[config.mk]
export PLATFORM = sky130hd
export DESIGN_NAME = mac_row_flex_flat
export DESIGN_NICKNAME = d
export VERILOG_FILES = /design/src/rtl/mac_row_flex_if.sv /design/src/rtl/mac_row_flex.sv /design/src/flat_wrapper.sv
export SDC_FILE = /design/constraint.sdc
export NUM_CORES = 2
export LEC_CHECK = 0
export CAP_MARGIN = 10
export CORE_MARGIN = 3
export CORE_UTILIZATION = 60
export DETAILED_ROUTE_END_ITERATION = 7
export PLACE_DENSITY = 0.89
export SYNTH_ARGS = -nofsm -noshare
export SYNTH_HDL_FRONTEND = slang
export SYNTH_SLANG_ARGS = --single-unit
[constraint.sdc]
create_clock -name clk -period 17.3 [get_ports clk]
set_input_delay 3.46 -clock clk [delete_from_list [all_inputs] [get_ports clk]]
set_output_delay 3.46 -clock clk [all_outputs]
set_load 0.02 [all_outputs]
[src/rtl/mac_row_flex_if.sv]
`timescale 1ns/1ps
// mac_row_flex_if: west/north inputs and south/east outputs of one MAC row.
// The master drives row inputs and observes results; the slave is the row.
interface mac_row_flex_if #(
   parameter int unsigned bw      = 4,
   parameter int unsigned psum_bw = 16,
   parameter int unsigned col     = 8
);
   logic                     dataflow;
   logic                     mode;
   logic [2*bw-1:0]          in_w;
   logic [2:0]               inst_w;
   logic [psum_bw*col-1:0]   in_n;
   logic [psum_bw*col-1:0]   out_s;
   logic [col-1:0]           valid;
   logic [2*bw-1:0]          out_e;
   logic [2:0]               inst_e;

   modport master (
      output dataflow, mode, in_w, inst_w, in_n,
      input  out_s, valid, out_e, inst_e
   );

   modport slave (
      input  dataflow, mode, in_w, inst_w, in_n,
      output out_s, valid, out_e, inst_e
   );
endinterface

[src/rtl/mac_row_flex.sv]
`timescale 1ns/1ps
// mac_row_flex: one row of `col` MAC tiles. Data and instructions move
// west->east one tile per cycle; partial sums/results leave southwards.
// Supports weight-stationary / output-stationary dataflow and a single- or
// dual-lane precision mode.
// Build option: define MAC_ROW_SAT_EN to saturate every psum/accumulator
// addition instead of wrapping modulo 2^psum_bw.
module mac_row_flex #(
   parameter int unsigned bw      = 4,
   parameter int unsigned psum_bw = 16,
   parameter int unsigned col     = 8
) (
   input  logic             clk,
   input  logic             reset,
   mac_row_flex_if.slave    row
);

   localparam int unsigned DW = 2 * bw;
   localparam int unsigned HB = bw / 2;

   typedef logic signed [psum_bw-1:0] psum_t;

   // Unsigned activation times signed weight, evaluated at psum width.
   function automatic psum_t lane_mul(input logic [bw-1:0] act, input logic [bw-1:0] wt);
      psum_t a;
      psum_t w;
      a = psum_t'({{(psum_bw-bw){1'b0}}, act});
      w = psum_t'({{(psum_bw-bw){wt[bw-1]}}, wt});
      return a * w;
   endfunction

   // Zero-extend a half-lane activation to a full lane.
   function automatic logic [bw-1:0] half_act(input logic [HB-1:0] a);
      return {{(bw-HB){1'b0}}, a};
   endfunction

   // Psum / accumulator addition: saturating or wrapping by build option.
   function automatic psum_t psum_add(input psum_t a, input psum_t b);
`ifdef MAC_ROW_SAT_EN
      logic [psum_bw:0] s;
      s = {a[psum_bw-1], a} + {b[psum_bw-1], b};
      if (s[psum_bw] != s[psum_bw-1])
         return s[psum_bw] ? {1'b1, {(psum_bw-1){1'b0}}} : {1'b0, {(psum_bw-1){1'b1}}};
      return s[psum_bw-1:0];
`else
      return a + b;
`endif
   endfunction

   logic [DW-1:0]  data_q [col];
   logic [DW-1:0]  data_d [col];
   logic [2:0]     inst_q [col];
   logic [2:0]     inst_d [col];
   logic [bw-1:0]  w0_q   [col];
   logic [bw-1:0]  w0_d   [col];
   logic [bw-1:0]  w1_q   [col];
   logic [bw-1:0]  w1_d   [col];
   psum_t          acc_q  [col];
   psum_t          acc_d  [col];
   psum_t          out_q  [col];
   psum_t          out_d  [col];
   logic [col-1:0] load_done_q, load_done_d;
   logic [col-1:0] vld_q, vld_d;
   logic           ld_in;

   // 011 enters the row as a pure load; a flush suppresses any load bit.
   assign ld_in = row.inst_w[0] & ~row.inst_w[2];

   // West->east pipeline; a load bit only travels past tiles already loaded.
   always_comb begin
      data_d[0] = row.in_w;
      inst_d[0] = {row.inst_w[2], row.inst_w[1] & ~ld_in, ld_in};
      for (int unsigned i = 1; i < col; i++) begin
         data_d[i] = data_q[i-1];
         inst_d[i] = {inst_q[i-1][2:1], inst_q[i-1][0] & load_done_q[i-1]};
      end
   end

   // Per-tile datapath: weight capture, WS psum, OS accumulate/flush.
   always_comb begin
      psum_t         nslice;
      psum_t         prod;
      logic [bw-1:0] op0;
      logic [bw-1:0] op1;
      load_done_d = load_done_q;
      vld_d       = '0;
      for (int unsigned i = 0; i < col; i++) begin
         w0_d[i]  = w0_q[i];
         w1_d[i]  = w1_q[i];
         acc_d[i] = acc_q[i];
         out_d[i] = out_q[i];
         nslice   = row.in_n[i*psum_bw +: psum_bw];
         op0      = row.dataflow ? nslice[bw-1:0] : w0_q[i];
         op1      = row.dataflow ? nslice[DW-1:bw] : w1_q[i];
         prod     = row.mode
                  ? lane_mul(half_act(data_q[i][HB-1:0]), op0)
                    + lane_mul(half_act(data_q[i][bw+HB-1:bw]), op1)
                  : lane_mul(data_q[i][bw-1:0], op0);

         if (inst_q[i][0] && !load_done_q[i]) begin
            w0_d[i]        = data_q[i][bw-1:0];
            w1_d[i]        = data_q[i][DW-1:bw];
            load_done_d[i] = 1'b1;
         end

         if (!row.dataflow) begin
            if (inst_q[i][1]) begin
               out_d[i] = psum_add(nslice, prod);
               vld_d[i] = 1'b1;
            end
            if (inst_q[i][2])
               load_done_d[i] = 1'b0;
         end else if (inst_q[i][2]) begin
            out_d[i] = inst_q[i][1] ? psum_add(acc_q[i], prod) : acc_q[i];
            acc_d[i] = '0;
            vld_d[i] = 1'b1;
         end else if (inst_q[i][1]) begin
            acc_d[i] = psum_add(acc_q[i], prod);
         end
      end
   end

   // State registers; asynchronous active-low reset clears everything.
   always_ff @(posedge clk or negedge reset) begin
      if (!reset) begin
         for (int unsigned i = 0; i < col; i++) begin
            data_q[i] <= '0;
            inst_q[i] <= '0;
            w0_q[i]   <= '0;
            w1_q[i]   <= '0;
            acc_q[i]  <= '0;
            out_q[i]  <= '0;
         end
         load_done_q <= '0;
         vld_q       <= '0;
      end else begin
         for (int unsigned i = 0; i < col; i++) begin
            data_q[i] <= data_d[i];
            inst_q[i] <= inst_d[i];
            w0_q[i]   <= w0_d[i];
            w1_q[i]   <= w1_d[i];
            acc_q[i]  <= acc_d[i];
            out_q[i]  <= out_d[i];
         end
         load_done_q <= load_done_d;
         vld_q       <= vld_d;
      end
   end

   // Pack per-tile results onto the south bus.
   always_comb begin
      row.out_s = '0;
      for (int unsigned i = 0; i < col; i++)
         row.out_s[i*psum_bw +: psum_bw] = out_q[i];
   end

   assign row.valid  = vld_q;
   assign row.out_e  = data_q[col-1];
   assign row.inst_e = inst_q[col-1];

endmodule

[src/flat_wrapper.sv]
// flat-port wrapper written by rule: the top's interface ports become plain ports
module mac_row_flex_flat 
#(
   parameter int unsigned bw      = 4,
   parameter int unsigned psum_bw = 16,
   parameter int unsigned col     = 8
)
  (clk, reset, row_dataflow, row_mode, row_in_w, row_inst_w, row_in_n, row_out_s, row_valid, row_out_e, row_inst_e);
  mac_row_flex_if #(.bw(bw), .psum_bw(psum_bw), .col(col)) row_i ();
  input  logic clk;
  input  logic reset;
  input wire logic [$bits(row_i.dataflow)-1:0] row_dataflow;
  input wire logic [$bits(row_i.mode)-1:0] row_mode;
  input wire logic [$bits(row_i.in_w)-1:0] row_in_w;
  input wire logic [$bits(row_i.inst_w)-1:0] row_inst_w;
  input wire logic [$bits(row_i.in_n)-1:0] row_in_n;
  output wire logic [$bits(row_i.out_s)-1:0] row_out_s;
  output wire logic [$bits(row_i.valid)-1:0] row_valid;
  output wire logic [$bits(row_i.out_e)-1:0] row_out_e;
  output wire logic [$bits(row_i.inst_e)-1:0] row_inst_e;
  assign row_i.dataflow = row_dataflow;
  assign row_i.mode = row_mode;
  assign row_i.in_w = row_in_w;
  assign row_i.inst_w = row_inst_w;
  assign row_i.in_n = row_in_n;
  assign row_out_s = row_i.out_s;
  assign row_valid = row_i.valid;
  assign row_out_e = row_i.out_e;
  assign row_inst_e = row_i.inst_e;
  mac_row_flex #(.bw(bw), .psum_bw(psum_bw), .col(col)) u_core (.clk(clk), .reset(reset), .row(row_i));
endmodule
==> results.tsv <==
stage	metric	value	unit
cts	Clock Tree Buf Depth	3	
global_routing	largest net degree at the start of global routing	165	
synth	syn nets	5383	
cells_and_area	layout filler cell count	5056	
synth	cells after synthesis	4616	
sta	Max Clock Skew	0.01612	ns
cells_and_area	most frequent cells in the layout	ha_1 (552), dfrtp_1 (424), nor2_1 (394)	
critical_path	Worst Path Required	17.78	ns
cts	Clk Latency, worst-skew pair	0.62	ns
synth	post-synthesis register bit count	424	
synth	Avg Inst Size Synth	8.812	um^2
placement	HPWL Detailed	85.71	mm
pwr	pwr dens	122.4	mW/mm^2
pwr	total chip power	0.005617	W
die	Die H	266.4	um
critical_path	CP most frequent cell	ha_1	
cts	clk sink count	424	
global_routing	met1 GRT Util	40.83	%
cts	CTS tree	yes	
cts	CTS resizes	0	
critical_path	Max FO, Critical Path	94	
critical_path	critical path class	in -> reg	
die	Initial Utilization	61.21	%
synth	Netlist Area Pre-Place	0.04068	mm^2
sta	Slew @ Worst Pin	1.108	ns
die	Ports	290	
cts	hold buffer count at cts	0	
sta	RSZ-0062 raised after global routing	false	
global_routing	global-route usage over all layers	31.44	%
synth	top_reg_cell synth	dfrtp_1	
die	Core Area	0.06645	mm^2
global_routing	total grt overflow	0	
synth	top-area cell type share of the netlist area	26.08	%
cts	Max H-tree Level	2	
min_path	WHS Path Cells	0	
critical_path	Startpoint Class	input port	
detailed_routing	WL/cell	19.95	um
critical_path	Crit path max-delay family	adder cells	
critical_path	CP Depth	27	
pwr	worst ir drop on vdd	0.1066	mV
cells_and_area	commonest non-fill, non-tap cell in the layout	ha_1	
cells_and_area	nets	5586	
global_routing	vias in the first global route	35880	
critical_path	Buf+Inv Stages, Crit Path	5	
cells_and_area	Area Growth Syn to Fin	12.85	%
sta	Setup violations, final	0	
critical_path	max incr delay on CP	0.60	ns
detailed_routing	DRC Markers	0	
critical_path	Worst Reg-to-Reg Cells	25	
cells_and_area	share of layout cells above drive strength 1	5.951	%
critical_path	arrival time worst endpoint	10.93	ns
global_routing	grt met2 use	52.00	%
die	Die ar.	0.07096	mm^2
sta	Fin. Hold Viols	0	
cts	Setup Buffers After CTS	0	
placement	number of buffers inserted by port buffering	289	
synth	ranking of synthesized cells by area	dfrtp_1 (26%), ha_1 (17%), xnor2_1 (4.7%), a21oi_1 (4.5%), mux2_2 (3.8%)	
detailed_routing	ANT nets after route	0	
sta	Slew Limit Headroom	26.15	%
global_routing	most used routing layer in global routing	met2	
min_path	Hold Path Class	reg -> reg	
global_routing	antenna violations before repair	0	
sta	min cycle time layout	10.45	ns
synth	library cells used by synthesis	86	
synth	synth warn	0	
synth	Async S/R FF share, synth	100.0	%
synth	EDFF count, synth	0	
synth	Synth area leader	dfrtp_1	
cts	total CTS buffers	50	
detailed_routing	via count	36180	
sta	FMAX	0.09568	GHz
detailed_routing	Initial DRC Count	2776	
outcome	status	completed	
die	Std-Cell Rows	94	
global_routing	grt met3 use	4.222	%
synth	register area share after synthesis	26.08	%
detailed_routing	Detailed Routing Iterations Pass 1	7	
detailed_routing	vias per inst	6.323	
critical_path	Critical Path Sink Type	flip-flop	
sta	setup TNS	0	ns
cts	clock transition at the registers of the reported paths	0.06	ns
sta	Period Utilization, post-route	60.41	%
critical_path	CP max-delay cell	buf_4	
cts	root buffer cell	clkbuf_16	
global_routing	first-pass GRT wire length	183.0	mm
die	DIE WIDTH	266.4	um
pwr	Lkg Pwr	21.73	nW
detailed_routing	total wire length	114.1	mm
job	MaxCap Viol Count	0	
placement	GPL Wtd Cong	0.9675	
sta	max-slew violations	0	
[report_power, final]
group          total, W  internal [W]  switching [W]
clock network   0.00117      0.000703       0.000464
registers       0.00137       0.00120       0.000176
logic           0.00308       0.00134        0.00174
total           0.00562       0.00324        0.00238
[through the flow]
stage                     instance area, um^2  hold WS [ns]  instances  setup slack [ns]  util [%]
after CTS                               45900        0.3731       5720             6.909     69.07
after detailed placement                44130        0.3593       5631             6.307     66.40
after global routing                    45900        0.3892       5720             6.354     69.07
after floorplan                         40680        0.3487       4616             7.794         -
after global placement                  44130        0.3583       5631             6.543     66.40
final                                   45900        0.3706       5721             6.849     69.08
[path summary, 6_finish.rpt]
path | slack [ns] | endpoint | from
min | 0.37 | u_core.data_d[22] | u_core.data_d[30]
max reg2reg | 11.11 | u_core.row.out_s[95] | u_core.w0_q[11]
min in group asynchronous | 2.82 | u_core.acc_q[59] | reset
max in group asynchronous | 11.71 | u_core.acc_q[105] | reset
min reg2reg | 0.37 | u_core.data_d[22] | u_core.data_d[30]
max | 6.85 | u_core.row.out_s[95] | row_dataflow
[cells by family (layout without fill, tap and decap cells)]
group	count (synthesis)	count (layout)	synth area share, %
AND/OR/NAND/NOR	1289	1289	14.97
XOR/XNOR	315	315	6.783
multiplexers	249	249	6.561
flip-flops	424	424	26.08
adder cells (fa/ha/maj)	624	624	20.52
buffers and inverters	408	648	4.063
AO/OA/AOI/OAI	1307	1307	21.02
other	0	1	0
[per-layer routing]
metal | share of wire, % | vias to the layer above
li1 | - | 17110
met1 | 42 | 17370
met2 | 46 | 1340
met3 | 6.4 | 362
met4 | 5.0 | 0
met5 | 0 | -
[sequential cells by signal (all words and copies together), names as in the netlist]
signal / count
u_core.row.out_s: 128
u_core.w1_q: 32
u_core.row.inst_e: 3
u_core.row.out_e: 8
u_core.load_done_q: 8
u_core.acc_q: 128
u_core.w0_q: 32
u_core.inst_q: 7
u_core.data_d: 56
u_core.row.valid: 8
u_core.inst_d: 14
[synth_stat cells, drive strengths merged (45+ instances only)]
| library cell | count |
|---|---|
| ha | 552 |
| dfrtp | 424 |
| nor2 | 395 |
| a21oi | 363 |
| nand2 | 337 |
| o21ai | 278 |
| inv | 242 |
| xnor2 | 217 |
| nor2b | 162 |
| mux2 | 141 |
| a21o | 115 |
| clkbuf | 113 |
| nor3 | 109 |
| mux2i | 108 |
| xor2 | 98 |
| a211oi | 74 |
| fa | 72 |
| nand3 | 67 |
| o2bb2ai | 65 |
| a31oi | 55 |
| and2 | 51 |
| o21a | 50 |
| buf | 49 |
| nand2b | 45 |
[layout make-up]
cell class / count / area [um^2] / share of cell area [%]
clock inverters: 22 / 369.1 / 0.8041
inverters: 246 / 928.4 / 2.023
multi-input cells: 3784 / 28410 / 61.90
diodes: 1 / 2.502 / 0.005452
well taps: 864 / 1081 / 2.355
flip-flops and latches: 424 / 10610 / 23.11
repair buffers: 313 / 3093 / 6.738
clock buffers: 67 / 1405 / 3.061
Power figures use the tool's default switching activity.
